==> src/rtl/instr_fetch_pkg.sv <==
`default_nettype none
// ============================================================================
//  Module      : instr_fetch_pkg
//  Description : Instruction encoding and fetch-FSM state definitions.
//  Revision    : 1.0 - initial release
// ============================================================================
package instr_fetch_pkg;

    // Instruction word layout: [15:12] R1 R0, [11:8] opcode, [7:0] data
    localparam int OPC_HI = 11;
    localparam int OPC_LO = 8;

    localparam logic [3:0] OPC_NOP  = 4'h0;
    localparam logic [3:0] OPC_LOAD = 4'h1;
    localparam logic [3:0] OPC_ADD  = 4'h2;
    localparam logic [3:0] OPC_JMP  = 4'hC;
    localparam logic [3:0] HALT_OPC = 4'hF;

    typedef enum logic [1:0] {
        S_IDLE   = 2'd0,
        S_RUN    = 2'd1,
        S_DRAIN  = 2'd2,
        S_HALTED = 2'd3
    } state_t;

endpackage
`default_nettype wire

==> src/rtl/instr_fetch_if.sv <==
`default_nettype none
// ============================================================================
//  Module      : instr_fetch_if
//  Description : ROM, redirect and decoder-handshake signals of the fetch stage.
//  Revision    : 1.0 - initial release
// ============================================================================
interface instr_fetch_if #(
    parameter int ADDR_W  = 5,
    parameter int INSTR_W = 16
);
    logic [ADDR_W-1:0]  rom_addr;
    logic               rom_oe;
    logic [INSTR_W-1:0] rom_data;
    logic               jump_en;
    logic [ADDR_W-1:0]  jump_addr;
    logic               instr_valid;
    logic               instr_ready;
    logic [INSTR_W-1:0] instr_data;
    logic [ADDR_W-1:0]  instr_pc;

    modport master (
        output rom_addr, rom_oe, instr_valid, instr_data, instr_pc,
        input  rom_data, jump_en, jump_addr, instr_ready
    );

    modport slave (
        input  rom_addr, rom_oe, instr_valid, instr_data, instr_pc,
        output rom_data, jump_en, jump_addr, instr_ready
    );
endinterface
`default_nettype wire

==> src/rtl/instr_fetch_fifo.sv <==
`default_nettype none
// ============================================================================
//  Module      : fetch_fifo
//  Description : Prefetch FIFO with registered head word; flush beats push.
//  Revision    : 1.0 - initial release
// ============================================================================
module fetch_fifo #(
    parameter int DEPTH = 4,
    parameter int WIDTH = 21
) (
    input  wire logic                   clk,
    input  wire logic                   rst,
    input  wire logic                   push,
    input  wire logic                   pop,
    input  wire logic                   flush,
    input  wire logic [WIDTH-1:0]       din,
    output logic      [WIDTH-1:0]       dout,
    output logic      [$clog2(DEPTH):0] count,
    output logic                        empty,
    output logic                        full
);
    localparam int PTR_W = $clog2(DEPTH);
    localparam int CNT_W = PTR_W + 1;

    logic [WIDTH-1:0] r_mem [DEPTH];
    logic [PTR_W-1:0] r_wr_ptr;
    logic [PTR_W-1:0] r_rd_ptr;
    logic [CNT_W-1:0] r_count;
    logic [WIDTH-1:0] r_dout;
    logic             w_push;
    logic             w_pop;
    logic [PTR_W-1:0] w_rd_next;

    assign empty     = (r_count == '0);
    assign full      = (r_count == CNT_W'(DEPTH));
    assign w_pop     = pop && !empty;
    assign w_push    = push && (!full || w_pop);
    assign w_rd_next = r_rd_ptr + PTR_W'(1);
    assign count     = r_count;
    assign dout      = r_dout;

    always_ff @(posedge clk) begin
        if (w_push && !flush) begin
            r_mem[r_wr_ptr] <= din;
        end
    end

    always_ff @(posedge clk or posedge rst) begin
        if (rst) begin
            r_wr_ptr <= '0;
            r_rd_ptr <= '0;
            r_count  <= '0;
            r_dout   <= '0;
        end else if (flush) begin
            r_wr_ptr <= '0;
            r_rd_ptr <= '0;
            r_count  <= '0;
            r_dout   <= '0;
        end else begin
            if (w_push) r_wr_ptr <= r_wr_ptr + PTR_W'(1);
            if (w_pop)  r_rd_ptr <= w_rd_next;
            case ({w_push, w_pop})
                2'b10:   r_count <= r_count + CNT_W'(1);
                2'b01:   r_count <= r_count - CNT_W'(1);
                default: r_count <= r_count;
            endcase
            // Head register tracks mem[rd_ptr]; a lone word bypasses the array.
            if (w_pop) begin
                if (r_count > CNT_W'(1)) r_dout <= r_mem[w_rd_next];
                else if (w_push)         r_dout <= din;
                else                     r_dout <= '0;
            end else if (w_push && empty) begin
                r_dout <= din;
            end
        end
    end
endmodule
`default_nettype wire

==> src/rtl/instr_fetch.sv <==
`default_nettype none
// ============================================================================
//  Module      : instr_fetch
//  Description : Fetch stage: PC/FSM driving the ROM, prefetch FIFO to decoder.
//  Revision    : 1.0 - initial release
// ============================================================================
module instr_fetch #(
    parameter int         ADDR_W   = 5,
    parameter int         INSTR_W  = 16,
    parameter int         DEPTH    = 4,
    parameter logic [3:0] HALT_OPC = instr_fetch_pkg::HALT_OPC
) (
    input  wire logic                   clk,
    input  wire logic                   rst,
    input  wire logic                   start,
    instr_fetch_if.master               bus,
    output logic                        halted,
    output logic      [$clog2(DEPTH):0] fifo_cnt_dbg
);
    import instr_fetch_pkg::*;

    localparam int ENTRY_W = ADDR_W + INSTR_W;

    state_t              r_state;
    state_t              w_state_next;
    logic [ADDR_W-1:0]   r_pc;
    logic [ADDR_W-1:0]   w_pc_next;
    logic                w_fetch;
    logic                w_push;
    logic                w_pop;
    logic                w_flush;
    logic                w_empty;
    logic                w_full;
    logic [ENTRY_W-1:0]  w_head;

    fetch_fifo #(
        .DEPTH (DEPTH),
        .WIDTH (ENTRY_W)
    ) u_fifo (
        .clk   (clk),
        .rst   (rst),
        .push  (w_push),
        .pop   (w_pop),
        .flush (w_flush),
        .din   ({r_pc, bus.rom_data}),
        .dout  (w_head),
        .count (fifo_cnt_dbg),
        .empty (w_empty),
        .full  (w_full)
    );

    assign bus.instr_valid = !w_empty;
    assign bus.instr_data  = w_head[INSTR_W-1:0];
    assign bus.instr_pc    = w_head[ENTRY_W-1:INSTR_W];
    assign bus.rom_addr    = r_pc;
    assign bus.rom_oe      = w_fetch;
    assign halted          = (r_state == S_HALTED);
    assign w_pop           = bus.instr_valid && bus.instr_ready;

    always_ff @(posedge clk or posedge rst) begin
        if (rst) begin
            r_state <= S_IDLE;
            r_pc    <= '0;
        end else begin
            r_state <= w_state_next;
            r_pc    <= w_pc_next;
        end
    end

    always_comb begin
        w_state_next = r_state;
        w_pc_next    = r_pc;
        w_fetch      = 1'b0;
        w_push       = 1'b0;
        w_flush      = 1'b0;
        case (r_state)
            S_IDLE: begin
                if (start) begin
                    w_state_next = S_RUN;
                    w_pc_next    = '0;
                end
            end
            S_RUN: begin
                // A full FIFO still fetches when the head leaves this cycle.
                w_fetch = !w_full || w_pop;
                if (bus.jump_en) begin
                    w_flush   = 1'b1;
                    w_pc_next = bus.jump_addr;
                end else if (w_fetch) begin
                    w_push = 1'b1;
                    if (bus.rom_data[OPC_HI:OPC_LO] == HALT_OPC) begin
                        w_state_next = S_DRAIN;
                    end else begin
                        w_pc_next = r_pc + ADDR_W'(1);
                    end
                end
            end
            S_DRAIN: begin
                if (bus.jump_en) begin
                    w_flush      = 1'b1;
                    w_pc_next    = bus.jump_addr;
                    w_state_next = S_RUN;
                end else if (w_empty) begin
                    w_state_next = S_HALTED;
                end
            end
            S_HALTED: begin
                if (start) begin
                    w_flush      = 1'b1;
                    w_pc_next    = '0;
                    w_state_next = S_RUN;
                end
            end
            default: w_state_next = S_IDLE;
        endcase
    end
endmodule
`default_nettype wire

==> src/flat_wrapper.sv <==
// flat-port wrapper written by rule: the top's interface ports become plain ports
module instr_fetch_flat import instr_fetch_pkg::*;
#(
    parameter int         ADDR_W   = 5,
    parameter int         INSTR_W  = 16,
    parameter int         DEPTH    = 4,
    parameter logic [3:0] HALT_OPC = instr_fetch_pkg::HALT_OPC
)
  (clk, rst, start, halted, fifo_cnt_dbg, bus_rom_addr, bus_rom_oe, bus_instr_valid, bus_instr_data, bus_instr_pc, bus_rom_data, bus_jump_en, bus_jump_addr, bus_instr_ready);
  instr_fetch_if #(.ADDR_W(ADDR_W), .INSTR_W(INSTR_W)) bus_i ();
  input  wire logic clk;
  input  wire logic rst;
  input  wire logic start;
  output logic halted;
  output logic      [$clog2(DEPTH):0] fifo_cnt_dbg;
  output wire logic [$bits(bus_i.rom_addr)-1:0] bus_rom_addr;
  output wire logic [$bits(bus_i.rom_oe)-1:0] bus_rom_oe;
  output wire logic [$bits(bus_i.instr_valid)-1:0] bus_instr_valid;
  output wire logic [$bits(bus_i.instr_data)-1:0] bus_instr_data;
  output wire logic [$bits(bus_i.instr_pc)-1:0] bus_instr_pc;
  input wire logic [$bits(bus_i.rom_data)-1:0] bus_rom_data;
  input wire logic [$bits(bus_i.jump_en)-1:0] bus_jump_en;
  input wire logic [$bits(bus_i.jump_addr)-1:0] bus_jump_addr;
  input wire logic [$bits(bus_i.instr_ready)-1:0] bus_instr_ready;
  assign bus_rom_addr = bus_i.rom_addr;
  assign bus_rom_oe = bus_i.rom_oe;
  assign bus_instr_valid = bus_i.instr_valid;
  assign bus_instr_data = bus_i.instr_data;
  assign bus_instr_pc = bus_i.instr_pc;
  assign bus_i.rom_data = bus_rom_data;
  assign bus_i.jump_en = bus_jump_en;
  assign bus_i.jump_addr = bus_jump_addr;
  assign bus_i.instr_ready = bus_instr_ready;
  instr_fetch #(.ADDR_W(ADDR_W), .INSTR_W(INSTR_W), .DEPTH(DEPTH), .HALT_OPC(HALT_OPC)) u_core (.clk(clk), .rst(rst), .start(start), .bus(bus_i), .halted(halted), .fifo_cnt_dbg(fifo_cnt_dbg));
endmodule
==> config.mk <==
export PLATFORM = sky130hd
export DESIGN_NAME = instr_fetch_flat
export DESIGN_NICKNAME = d
export VERILOG_FILES = /design/src/rtl/instr_fetch_pkg.sv /design/src/rtl/instr_fetch_if.sv /design/src/rtl/instr_fetch_fifo.sv /design/src/rtl/instr_fetch.sv /design/src/flat_wrapper.sv
export SDC_FILE = /design/constraint.sdc
export NUM_CORES = 1
export LEC_CHECK = 0
export CAP_MARGIN = 20
export CELL_PAD_IN_SITES_DETAIL_PLACEMENT = 0
export CELL_PAD_IN_SITES_GLOBAL_PLACEMENT = 1
export CORE_MARGIN = 2
export CORE_UTILIZATION = 44
export CTS_CLUSTER_SIZE = 24
export DETAILED_ROUTE_END_ITERATION = 12
export PLACE_DENSITY = 0.77
export SLEW_MARGIN = 10
export SYNTH_ARGS = -nofsm -noshare
export SYNTH_HDL_FRONTEND = slang
export SYNTH_SLANG_ARGS = --single-unit
==> constraint.sdc <==
create_clock -name clk -period 3 [get_ports clk]
set_input_delay 0.75 -clock clk [delete_from_list [all_inputs] [get_ports clk]]
set_output_delay 0.75 -clock clk [all_outputs]
set_load 0.1 [all_outputs]
==> impl_metrics.toml <==
[timing]
drv_slew = 0
max_freq_mhz = 358
max_slew_margin = 0.656
final_hold_viol_count = 0
rsz0062_at_grt = "false"
setup-tns-final_ns = 0
worst_pin_slew_ns = 0.515
setup_viol = 0
fin_crit_sh = 0.932
clock_skew_ns = 0.00808
period_needed_ns = 2.80

[floorplanning]
dieArea_mm2 = 0.0127
num_io_pins = 58
die_w_um = 113
initial_core_util = 0.454
core-area_mm2 = 0.0115
die_y_um = 113
rows = 39

[synth]
syn_nets = 391
synth_warnings = 0
synth_xor_area_frac = 0.00504
synth_cells = 351
synthMuxAreaShare = 0.101
synth_compound_area_frac = 0.101
synthFlopType = "edfxtp_1"
syn-cell-area_mm2 = 0.00521
synth-edff-count = 84
syn_avg_cell_area_um2 = 14.8
synth_adder_area_share = 0.0336
synth_top_family_by_area = "multiplexers"
synth.distinct_cells = 52
synthSimpleGateAreaFrac = 0.0610
async_flop_share = 0.294
synth_seq_area_share = 0.652
ys_ff_latch = 119

[clock_network]
cts_resized = 0
numCtsBuffers = 17
cts_sinks = 119
path_clk_slew_ns = 0.05
hold_buffers = 0
cts-root-buf = "clkbuf_16"
cts_buffer_depth = 2
clk_latency_ns = 0.40
cts-htree-levels = 4
post_cts_buffers = 0
cts_tree = "yes"

[route]
drc_errors = 0
avgViaCountPerCell = 5.53
drt.antenna.violating_nets = 0
wl_per_cell_um = 18.7
vias = 3189
drt_iter0_drc = 238
wirelength_um = 10800
first_pass_iters = 5

[grt]
grt_pass1_vias = 3271
grt_max_degree = 36
grt_pass1_wl_um = 17700
grtUsageTotal = 0.182
grt_overflow = 0
antenna_found_initial = 0

[power]
power.density_mw_per_mm2 = 1140
vdd_drop_max_mv = 0.737
leakagePower_uw = 0.00257

[cells_and_area]
mostFrequentLayoutCell = "edfxtp_1"
multiInputGateArea_mm2 = 0.00158
areaGrowthSynthToFinish_pct = 26.6
final_nets = 461
fin_cells = 577
regArea_mm2 = 0.00340
nFillCells = 900
mostFrequentLayoutCells = "edfxtp_1, buf_4, inv_1, dfrtp_1, clkdlybuf4s50_1"
final_core_utilization = 0.575
layout-drive-gt1-share = 0.249
antenna_cells = 0

[placement]
portBuffers = 57
placed_cells = 545
dp_hpwl_um = 6530
gp_congestion = 0.830

[setup_path]
path_class = "register to output port"
cp_slowest_stage_delay_ns = 0.44
crit_fanout = 10
cp.required_ns = 2.25
rr_worst_depth = 7
crit_chain = "inv_1 -> ha_1 -> nand2b_1 -> buf_12"
crit_path_start_kind = "register"
critical_path.slowest_cell = "dfrtp_2"
crit_arrival_ns = 2.05
endpoint_kind = "output port"

[status]
status = "finished, final reports clean"

[min_path]
hold_class = "register to register"
min_path_cells = 2

[run]
drv_cap = 0
-- worst max-delay path: cells and delay by family (launching register included) --
family | cells | cell delay, ns
adder cells (fa/ha/maj) | 1 | 0.40
flip-flops | 1 | 0.44
buffers and inverters | 2 | 0.45
AND/OR/NAND/NOR | 1 | 0.35
-- synthesized netlist by cell type (3+ instances only) --
master    instances  share of area
a22oi_1          21          0.030
nand2b_1          4         0.0048
nor2b_1           4         0.0048
o21ai_1           9         0.0086
ha_1             14          0.034
nor2_1            9         0.0065
edfxtp_1         84           0.48
inv_1            33          0.024
nand2_1          12         0.0086
and3_1            6         0.0072
buf_1             3         0.0022
nor3_1            4         0.0038
buf_6             4         0.0086
nand3_1           8         0.0077
dfrtp_1          35           0.17
mux2_2            3         0.0065
a21oi_1          10         0.0096
clkbuf_1          5         0.0036
buf_2             6         0.0058
o21ai_0          18          0.017
mux4_2           21          0.091
-- per-stage QoR --
step           instance area (µm²)  setup slack (ns)  power [µW]  hold slack, ns
3_3_place_gp                  5950             0.332        5370           0.502
4_1_cts                       6600             0.246        7610           0.529
2_1_floorplan                 5220             0.270        4690           0.560
3_5_place_dp                  5950             0.326        5410           0.515
5_1_grt                       6600             0.113        7930           0.547
6_report                      6600             0.204        7550           0.520
-- cell type report --
type | count | share of cell area
Clock buffer | 18 | 0.0666
Clock inverter | 14 | 0.0311
Timing Repair Buffer | 71 | 0.102
Tap cell | 143 | 0.0271
Multi-Input combinational cell | 179 | 0.239
Sequential cell | 119 | 0.515
Inverter | 33 | 0.0188
-- final timing paths --
path	start	end	slack, ns
setup reg to reg	u_core.u_fifo.count[1]	u_core.u_fifo.dout[16]	0.65
setup / recovery	u_core.u_fifo.count[1]	bus_instr_valid	0.20
min in group asynchronous	rst	u_core.u_fifo.dout[13]	0.78
hold / removal	u_core.u_fifo.dout[8]	u_core.u_fifo.dout[8]	0.52
max in group asynchronous	rst	u_core.u_fifo.count[1]	1.84
hold reg to reg	u_core.u_fifo.dout[8]	u_core.u_fifo.dout[8]	0.52
-- report_power, final --
part           internal, µW  leakage [µW]  switching [µW]
Combinational           986       0.00104            2090
Sequential             2080       0.00122             213
Clock                  1490      0.000311             694
-- routing by layer --
metal	track usage	vias to the layer above	share of wire	routed length [µm]
li1	-	1479	-	-
met1	0.244	1604	0.44	4760
met2	0.293	98	0.49	5310
met3	0.0509	8	0.057	611
met4	0.0528	0	0.0092	99
met5	0	-	0	0
-- kinds of logic after synthesis --
kind of cell / Yosys count
AOI/OAI and AO/OA: 77
DFF: 119
adders and majority gates: 14
xor gates and xnor gates: 3
and+or+nand+nor: 59
buffers and inverters: 53
muxes: 26
-- sequential cells by signal, summed over array words and instances, names as in the netlist --
register and count:
u_core.r_state 2, u_core.u_fifo.count 3, u_core.u_fifo.r_wr_ptr 2, u_core.bus.rom_addr 5, u_core.u_fifo.r_rd_ptr 2, u_core.u_fifo.r_mem 84
u_core.u_fifo.dout 21
Note: power is estimated with default switching activity, not from simulation.
